[src/rtl/rsa_pkg.sv]
// rsa_pkg: state/phase types and core register-select codes for rsa_ctrl
package rsa_pkg;

    typedef enum logic [3:0] {
        S_IDLE, S_LOAD, S_WR, S_START, S_WAIT_HI,
        S_WAIT_LO, S_RD_ADDR, S_RD_CAP, S_SEND, S_ERR
    } state_t;

    typedef enum logic [1:0] {PH_MOD, PH_BASE, PH_EXP} phase_t;

    localparam logic [1:0] SEL_RESULT = 2'd0;
    localparam logic [1:0] SEL_BASE   = 2'd1;
    localparam logic [1:0] SEL_EXP    = 2'd2;
    localparam logic [1:0] SEL_MOD    = 2'd3;

    function automatic logic [1:0] ph_sel(input phase_t ph);
        return ph == PH_MOD ? SEL_MOD : ph == PH_BASE ? SEL_BASE : SEL_EXP;
    endfunction

endpackage

[src/rtl/rsa_ctrl.sv]
// rsa_ctrl: byte-stream sequencer that loads, starts and reads back the rsa core
module rsa_ctrl
    import rsa_pkg::*;
#(
    parameter int NBYTES  = 32,
    parameter int TIMEOUT = 4096
) (
    input  logic       clk,
    input  logic       reset,
    input  logic       in_valid,
    output logic       in_ready,
    input  logic [7:0] in_data,
    output logic       out_valid,
    input  logic       out_ready,
    output logic [7:0] out_data,
    output logic       busy,
    output logic       done,
    output logic       timeout_err,
    output logic       core_we_n,
    output logic       core_oe_n,
    output logic       core_start_n,
    output logic [1:0] core_reg_sel,
    output logic [5:0] core_addr,
    output logic [7:0] core_wdata,
    input  logic [7:0] core_rdata,
    input  logic       core_busy
);

    localparam int           TW   = $clog2(TIMEOUT + 1);
    localparam logic [5:0]   LAST = 6'(NBYTES - 1);
    localparam logic [TW-1:0] TLIM = TW'(TIMEOUT - 1);

    state_t        r_state, w_next;
    phase_t        r_ph;
    logic [5:0]    r_cnt;
    logic [7:0]    r_wdata, r_odata;
    logic          r_oval, r_done, r_err;
    logic [TW-1:0] r_tmr;
    logic          r_we_n, r_oe_n, r_start_n;
    logic [1:0]    r_sel;
    logic          w_last, w_tmo, w_we_n, w_oe_n, w_start_n;
    logic [1:0]    w_sel;

    assign w_last = r_cnt == LAST;
    assign w_tmo  = r_tmr >= TLIM;

    // state register
    always_ff @(posedge clk or negedge reset) begin
        if (!reset) r_state <= S_IDLE;
        else        r_state <= w_next;
    end

    // next-state decode; a busy edge wins over a coincident timeout
    always_comb begin
        w_next = r_state;
        case (r_state)
            S_IDLE, S_LOAD: w_next = in_valid ? S_WR : r_state;
            S_WR:           w_next = (w_last && r_ph == PH_EXP) ? S_START : S_LOAD;
            S_START:        w_next = S_WAIT_HI;
            S_WAIT_HI:      w_next = core_busy ? S_WAIT_LO : w_tmo ? S_ERR : S_WAIT_HI;
            S_WAIT_LO:      w_next = !core_busy ? S_RD_ADDR : w_tmo ? S_ERR : S_WAIT_LO;
            S_RD_ADDR:      w_next = S_RD_CAP;
            S_RD_CAP:       w_next = S_SEND;
            S_SEND:         w_next = !out_ready ? S_SEND : w_last ? S_IDLE : S_RD_ADDR;
            default:        w_next = S_ERR;
        endcase
    end

    // outputs: handshake flags from the current state, core strobes for the state being entered
    always_comb begin
        in_ready  = r_state == S_IDLE || r_state == S_LOAD;
        busy      = r_state != S_IDLE;
        w_we_n    = w_next != S_WR;
        w_oe_n    = w_next != S_RD_ADDR;
        w_start_n = w_next != S_START;
        w_sel     = w_next != S_WR ? SEL_RESULT : r_state == S_IDLE ? SEL_MOD : ph_sel(r_ph);
    end

    // core strobes registered so the bus sees clean single-cycle pulses
    always_ff @(posedge clk or negedge reset) begin
        if (!reset) begin
            r_we_n    <= 1'b1;
            r_oe_n    <= 1'b1;
            r_start_n <= 1'b1;
            r_sel     <= SEL_RESULT;
        end else begin
            r_we_n    <= w_we_n;
            r_oe_n    <= w_oe_n;
            r_start_n <= w_start_n;
            r_sel     <= w_sel;
        end
    end

    // operand/result datapath, byte and phase counters, timeout counter
    always_ff @(posedge clk or negedge reset) begin
        if (!reset) begin
            r_ph    <= PH_MOD;
            r_cnt   <= '0;
            r_wdata <= '0;
            r_odata <= '0;
            r_oval  <= 1'b0;
            r_done  <= 1'b0;
            r_err   <= 1'b0;
            r_tmr   <= '0;
        end else begin
            r_done <= 1'b0;
            case (r_state)
                S_IDLE: if (in_valid) begin
                    r_wdata <= in_data;
                    r_ph    <= PH_MOD;
                    r_cnt   <= '0;
                end
                S_LOAD: if (in_valid) r_wdata <= in_data;
                S_WR: if (!w_last) r_cnt <= r_cnt + 1'b1;
                    else if (r_ph != PH_EXP) begin
                        r_ph  <= r_ph == PH_MOD ? PH_BASE : PH_EXP;
                        r_cnt <= '0;
                    end
                // the counter tracks cycles since the start pulse, so ERR lands on cycle TIMEOUT
                S_START: r_tmr <= TW'(1);
                S_WAIT_HI, S_WAIT_LO: begin
                    r_tmr <= r_tmr + 1'b1;
                    if (w_next == S_RD_ADDR) r_cnt <= '0;
                    if (w_next == S_ERR) r_err <= 1'b1;
                end
                S_RD_CAP: begin
                    r_odata <= core_rdata;
                    r_oval  <= 1'b1;
                end
                S_SEND: if (out_ready) begin
                    r_oval <= 1'b0;
                    if (w_last) r_done <= 1'b1;
                    else r_cnt <= r_cnt + 1'b1;
                end
                default: ;
            endcase
        end
    end

    assign out_valid    = r_oval;
    assign out_data     = r_odata;
    assign done         = r_done;
    assign timeout_err  = r_err;
    assign core_we_n    = r_we_n;
    assign core_oe_n    = r_oe_n;
    assign core_start_n = r_start_n;
    assign core_reg_sel = r_sel;
    assign core_addr    = r_cnt;
    assign core_wdata   = r_wdata;

endmodule

[config.mk]
export PLATFORM = sky130hd
export DESIGN_NAME = rsa_ctrl
export DESIGN_NICKNAME = d
export VERILOG_FILES = /design/src/rtl/rsa_pkg.sv /design/src/rtl/rsa_ctrl.sv
export SDC_FILE = /design/constraint.sdc
export NUM_CORES = 1
export LEC_CHECK = 0
export ABC_AREA = 1
export BUFFER_PORTS_ARGS = -buffer_cell sky130_fd_sc_hd__buf_2
export CAP_MARGIN = 20
export CORE_ASPECT_RATIO = 2
export CORE_MARGIN = 1
export CORE_UTILIZATION = 58
export CTS_BUF_LIST = sky130_fd_sc_hd__clkbuf_8
export DETAILED_ROUTE_END_ITERATION = 7
export GPL_ROUTABILITY_DRIVEN = 0
export GPL_TIMING_DRIVEN = 0
export PLACE_DENSITY = 0.84
export SYNTH_ARGS = -nofsm -noshare
export SYNTH_HDL_FRONTEND = slang
export SYNTH_SLANG_ARGS = --single-unit
[constraint.sdc]
create_clock -name clk -period 2.8 [get_ports clk]
set_input_delay 0.28 -clock clk [delete_from_list [all_inputs] [get_ports clk]]
set_output_delay 0.28 -clock clk [all_outputs]
set_load 0.03 [all_outputs]
# After elaboration in Yosys (flattened, before gate mapping)
# Cells that the tools add are included.
[classes]
addsub = 2
magnitude_cmp = 1
n_eq_ne = 24
mux = 31
reduce_logical = 16
[ops]
columns = ["operator", "count"]
rows = [
  ["$mux 6", 6],
  ["$pmux 4 s8", 1],
  ["$pmux 13 s2", 1],
  ["$mux 4", 6],
  ["$pmux 6 s4", 1],
  ["$eq 4x3->1 const B", 5],
  ["$mux 2", 9],
  ["$ne 2x2->1 const B", 7],
  ["$add 13x1->13 const B", 1],
  ["$ge 13x12->1 const B", 1],
  ["$eq 4x2->1 const B", 2],
  ["$eq 4x4->1 const B", 2],
  ["$ne 4x2->1 const B", 2],
  ["$reduce_bool 4->1", 2],
  ["$add 6x1->6 const B", 1],
  ["$eq 6x5->1 const B", 1],
  ["$reduce_and 2->1", 3],
  ["$reduce_and 6->1", 1],
  ["$reduce_bool 2->1", 3],
  ["$eq 4x1->1 const B", 1],
  ["$logic_not 4->1", 1],
  ["$mux 1", 4],
  ["$ne 4x3->1 const B", 1],
  ["$pmux 2 s2", 1],
  ["10 further kinds", 11],
]
[word_totals]
regBits = 49
input_bits = 21
output_inout_bits = 32

# Longest topological paths before layout
[depth]
depth_word = 7
mapped_depth = 11
ltp_nobuf = 11

# Worst setup path before layout
# Ideal clock, no wire load.
[synth_path]
kind = "reg-to-reg"
start = "reg r_cnt[0], in the netlist core_addr[0]"
end = "reg r_cnt[2], in the netlist core_addr[2]"
setup_ns = 0.118
arrival_time_ns = 1.642
required_time_ns = 2.682
setup_slack_ns = 1.039
stages_incl_launch_ff = 11
n_path_buf = 0
period_less_slack_ns = 1.761
path_cell_list = "dfrtp_1 -> ha_1 -> nand3_1 -> nor2_2 -> nand2_1 -> nor2_1 -> nor2_4 -> nand3_4 -> nand2_4 -> nand2_1 -> nand2_1"
[synth_between]
elab_chain_len = 7
elab_cells_between_ends = 16
classes_between = "add/sub: 1; eq/ne: 5; mux: 8; reduce/logical: 2"
[synth_lines]
columns = ["element", "line_no", "source"]
rows = [
  ["start, declared", "rsa_ctrl.sv:35", "logic [5:0] r_cnt;"],
  ["start signal, assigned", "rsa_ctrl.sv:114", "S_WR: if (!w_last) r_cnt <= r_cnt + 1'b1;"],
  ["start signal, assigned", "rsa_ctrl.sv:133", "else r_cnt <= r_cnt + 1'b1;"],
  ["$eq 6x5->1", "rsa_ctrl.sv:44", "assign w_last = r_cnt == LAST;"],
  ["$mux 3 / $logic_and 1x1->1 (equally long branches)", "rsa_ctrl.sv:64, rsa_ctrl.sv:58", ""],
  ["$mux 4 / $mux 2 (equally long branches)", "rsa_ctrl.sv:64, rsa_ctrl.sv:58", ""],
  ["$pmux 4 s8", "rsa_ctrl.sv:56", "case (r_state)"],
  ["$eq 4x3->1", "rsa_ctrl.sv:123", "if (w_next == S_RD_ADDR) r_cnt <= '0;"],
  ["$ne 2x2->1 (no source line)", "-", ""],
  ["$reduce_and 6->1 (no source line)", "-", ""],
]
# Parallel ways exist; a longest one is shown, timed or not. The select of a mux whose other input is x is not followed.
# A chain may end at the register's enable or synchronous reset.

# Worst setup path after layout
[layout_path]
start = "reg r_cnt[0], in the netlist core_addr[0]"
end = "reg r_cnt[4], in the netlist core_addr[4]"
# Same word-level chain as after synthesis.

==> results.toml <==
[logic_synthesis]
yosysWarnings = 0
ys_top_cells_by_count = "nand2_1, dfrtp_1, inv_1"
synth_most_common_cell = "nand2_1"
yosys_most_used_dff = "dfrtp_1"
syn_nets = 316
ys_seq_area_share_pct = 50.2
synth_edf_count = 0
syn_area_um2 = 2450
post_synth_num_cell_types = 28
synth_seq_cells = 49
synth_area_per_cell_um2 = 8.36
synth_cells = 293
synth.area.top_cells = "dfrtp_1, nand2_1, inv_1, nor2_1, nand3_1"
synth_top_area_cell = "dfrtp_1"
yosysTopAreaCellShare_pct = 47.0
async_reset_ff_share_pct = 100

[cells_and_area]
nets = 377
n_antenna_cell = 0
drive_above_1_share_pct = 27.3
area_growth_syn_to_layout_pct = 18.4

[timing]
rsz0062_at_grt = "false"
tightest_slew_ns = 0.455
relSlewSlack_pct = 69.7
fin_tns_setup_ns = 0
setup_violations = 0
finalCriticalPeriod_ns = 1.79
finalMaxSlewViolations = 0
timing.final.crit_share_pct = 64.1
clock.fmax_mhz = 558
clock-skew-final_ns = 0.00946
whs_ns = 0.169
hold_violations = 0

[clock_tree]
cts_tree = "built"
path_clk_slew_ns = 0.09
insertion_delay_ns = 0.31
cts_root_buf = "clkbuf_8"
numCtsBuffers = 5
cts_buffer_depth = 2
cts_max_level = 2
cts.sinks = 49

[floorplan]
start_util_pct = 59.9
die_area_um2 = 4500
row_count = 33
io_pins = 53
die_w_um = 47.9
dieHeight_um = 93.9
core_um2 = 4090

[critical_path]
worstSetupPathType = "flip-flop to flip-flop"
crit_fanout = 8
critPathCaptureType = "flip-flop"
required_ns = 3.00
arrival_ns = 2.00
start_kind = "flip-flop"

[place]
hpwl_um = 3950
io_buffer_count = 52

[pwr]
ir_drop_uv = 469
power_density_nw_per_um2 = 408
p_leak_nw = 1.53

[global_route]
grt_overflow = 0
grt_antenna_before_repair = 0
grt_pass1_wl_um = 8530
first_global_vias = 2013
grt_max_degree = 50
grt_usage_pct = 26.4

[drt]
finalWirelength_um = 5230
route.vias.total = 2116
drtIter0Drc = 60
first_pass_iters = 4
wl_per_cell_um = 12.9
drt.antenna.violating_nets = 0
drcViolationCount = 0
vias_per_cell = 5.20

[run]
maxCapViolCount = 0

[worst_hold_path]
hold_class = "input pin to flip-flop"

[status]
status = "complete, no violations"
==> cell families (layout without fill, tap and decap cells) <==
| kind of cell | count (synthesis) | in the layout | synth area share (%) |
|---|---|---|---|
| and+or+nand+nor | 160 | 160 | 30.0 |
| DFF | 49 | 49 | 50.2 |
| buffers and inverters | 39 | 101 | 6.59 |
| AOI/OAI and AO/OA | 31 | 31 | 6.90 |
| muxes | 9 | 9 | 4.14 |
| xor gates and xnor gates | 3 | 3 | 1.07 |
| adders and majority gates | 2 | 2 | 1.02 |
==> state kept, by name, indices dropped and copies added, names as in the netlist <==
name          count
core_addr         6
out_data          8
core_start_n      1
r_state           4
r_ph              2
out_valid         1
timeout_err       1
core_reg_sel      2
core_wdata        8
core_we_n         1
core_oe_n         1
r_tmr            13
done              1
==> what timing repair did <==
action,4_1_cts,5_1_grt
resized for setup,0,0
buffers inserted,0,0
endpoints found under the hold margin,0,18
hold buffers,0,1
==> per-stage QoR <==
| step | util (%) | total power [W] | setup WS [ns] | instance area, um2 | instances |
|---|---|---|---|---|---|
| final | 70.9 | 0.00118 | 1.01 | 2900 | 407 |
| after global routing | 70.9 | 0.00122 | 0.822 | 2900 | 407 |
| after CTS | 70.2 | 0.00118 | 0.990 | 2870 | 405 |
| after detailed placement | 67.9 | 0.000752 | 1.01 | 2770 | 397 |
| after global placement | 67.9 | 0.000751 | 1.05 | 2770 | 397 |
| after floorplan | - | 0.000724 | 1.04 | 2450 | 293 |
==> power by group <==
part / internal (W) / switching (W) / leakage [nW]
sequential: 0.000707 / 0 / 0.612
clock: 0.000182 / 0.000258 / 0.0423
combinational: 0.0000141 / 0.0000206 / 0.874
==> routing by layer <==
layer / wire, um / global-route usage (%) / vias to the layer above
met4: 115 / 10.4 / 0
li1: - / - / 1060
met5: 0 / 0 / -
met3: 139 / 4.04 / 9
met2: 3050 / 48.5 / 45
met1: 1930 / 27.1 / 1002
==> cell type report <==
class / count / area (um2)
Timing Repair Buffer: 54 / 290
Sequential cell: 49 / 1230
Tap cell: 52 / 65.1
Buffer: 2 / 22.5
Inverter: 37 / 139
Clock buffer: 5 / 68.8
Fill cell: 335 / 1190
Multi-Input combinational cell: 205 / 1060
Clock inverter: 3 / 26.3
==> critical path: stages, from the launching register on <==
cell	delay [ns]
dfrtp_1	0.42
ha_1	0.20
nand3_1	0.15
nor2_2	0.23
nand2_1	0.10
nor2_1	0.20
nor2_4	0.08
nand3_4	0.12
nand2_4	0.09
nand2_1	0.06
nand2_1	0.05
==> placed cells by master, fill, tap and decap left out <==
| cell | n |
|---|---|
| mux2_1 | 1 |
| o21ai_0 | 17 |
| buf_2 | 52 |
| nand3_1 | 23 |
| nand3_4 | 1 |
| nor2_2 | 7 |
| nor2_4 | 3 |
| nand2_2 | 2 |
| nand4_1 | 3 |
| xor2_1 | 2 |
| buf_12 | 1 |
| clkinvlp_4 | 2 |
| nand2_4 | 3 |
| a31oi_1 | 1 |
| nand2_1 | 80 |
| nand3_2 | 2 |
| inv_8 | 1 |
| a21o_1 | 1 |
| nor2_1 | 32 |
| dfstp_2 | 3 |
| a21oi_1 | 9 |
| buf_6 | 2 |
| a22oi_1 | 1 |
| xnor2_1 | 1 |
| mux2_2 | 8 |
| ha_1 | 2 |
| a22o_1 | 1 |
| o21ai_2 | 1 |
| nor3_1 | 4 |
| dlygate4sd3_1 | 1 |
| inv_2 | 4 |
| clkbuf_8 | 5 |
| inv_1 | 33 |
| dfrtp_1 | 46 |
==> path summary, 6_finish.rpt <==
path / from / to / slack (ns) / cells after the start
worst max-delay path: core_addr[0] / core_addr[4] / 1.01 / 10
worst min-delay path: core_rdata[6] / out_data[6] / 0.17 / 3
worst max register to register: core_addr[0] / core_addr[4] / 1.01 / 10
worst min register to register: out_data[0] / out_data[0] / 0.48 / 2
max in group asynchronous: reset / core_oe_n / 1.78 / 3
min in group asynchronous: reset / core_wdata[6] / 0.43 / 2
Note: power is estimated with default switching activity, not from simulation.
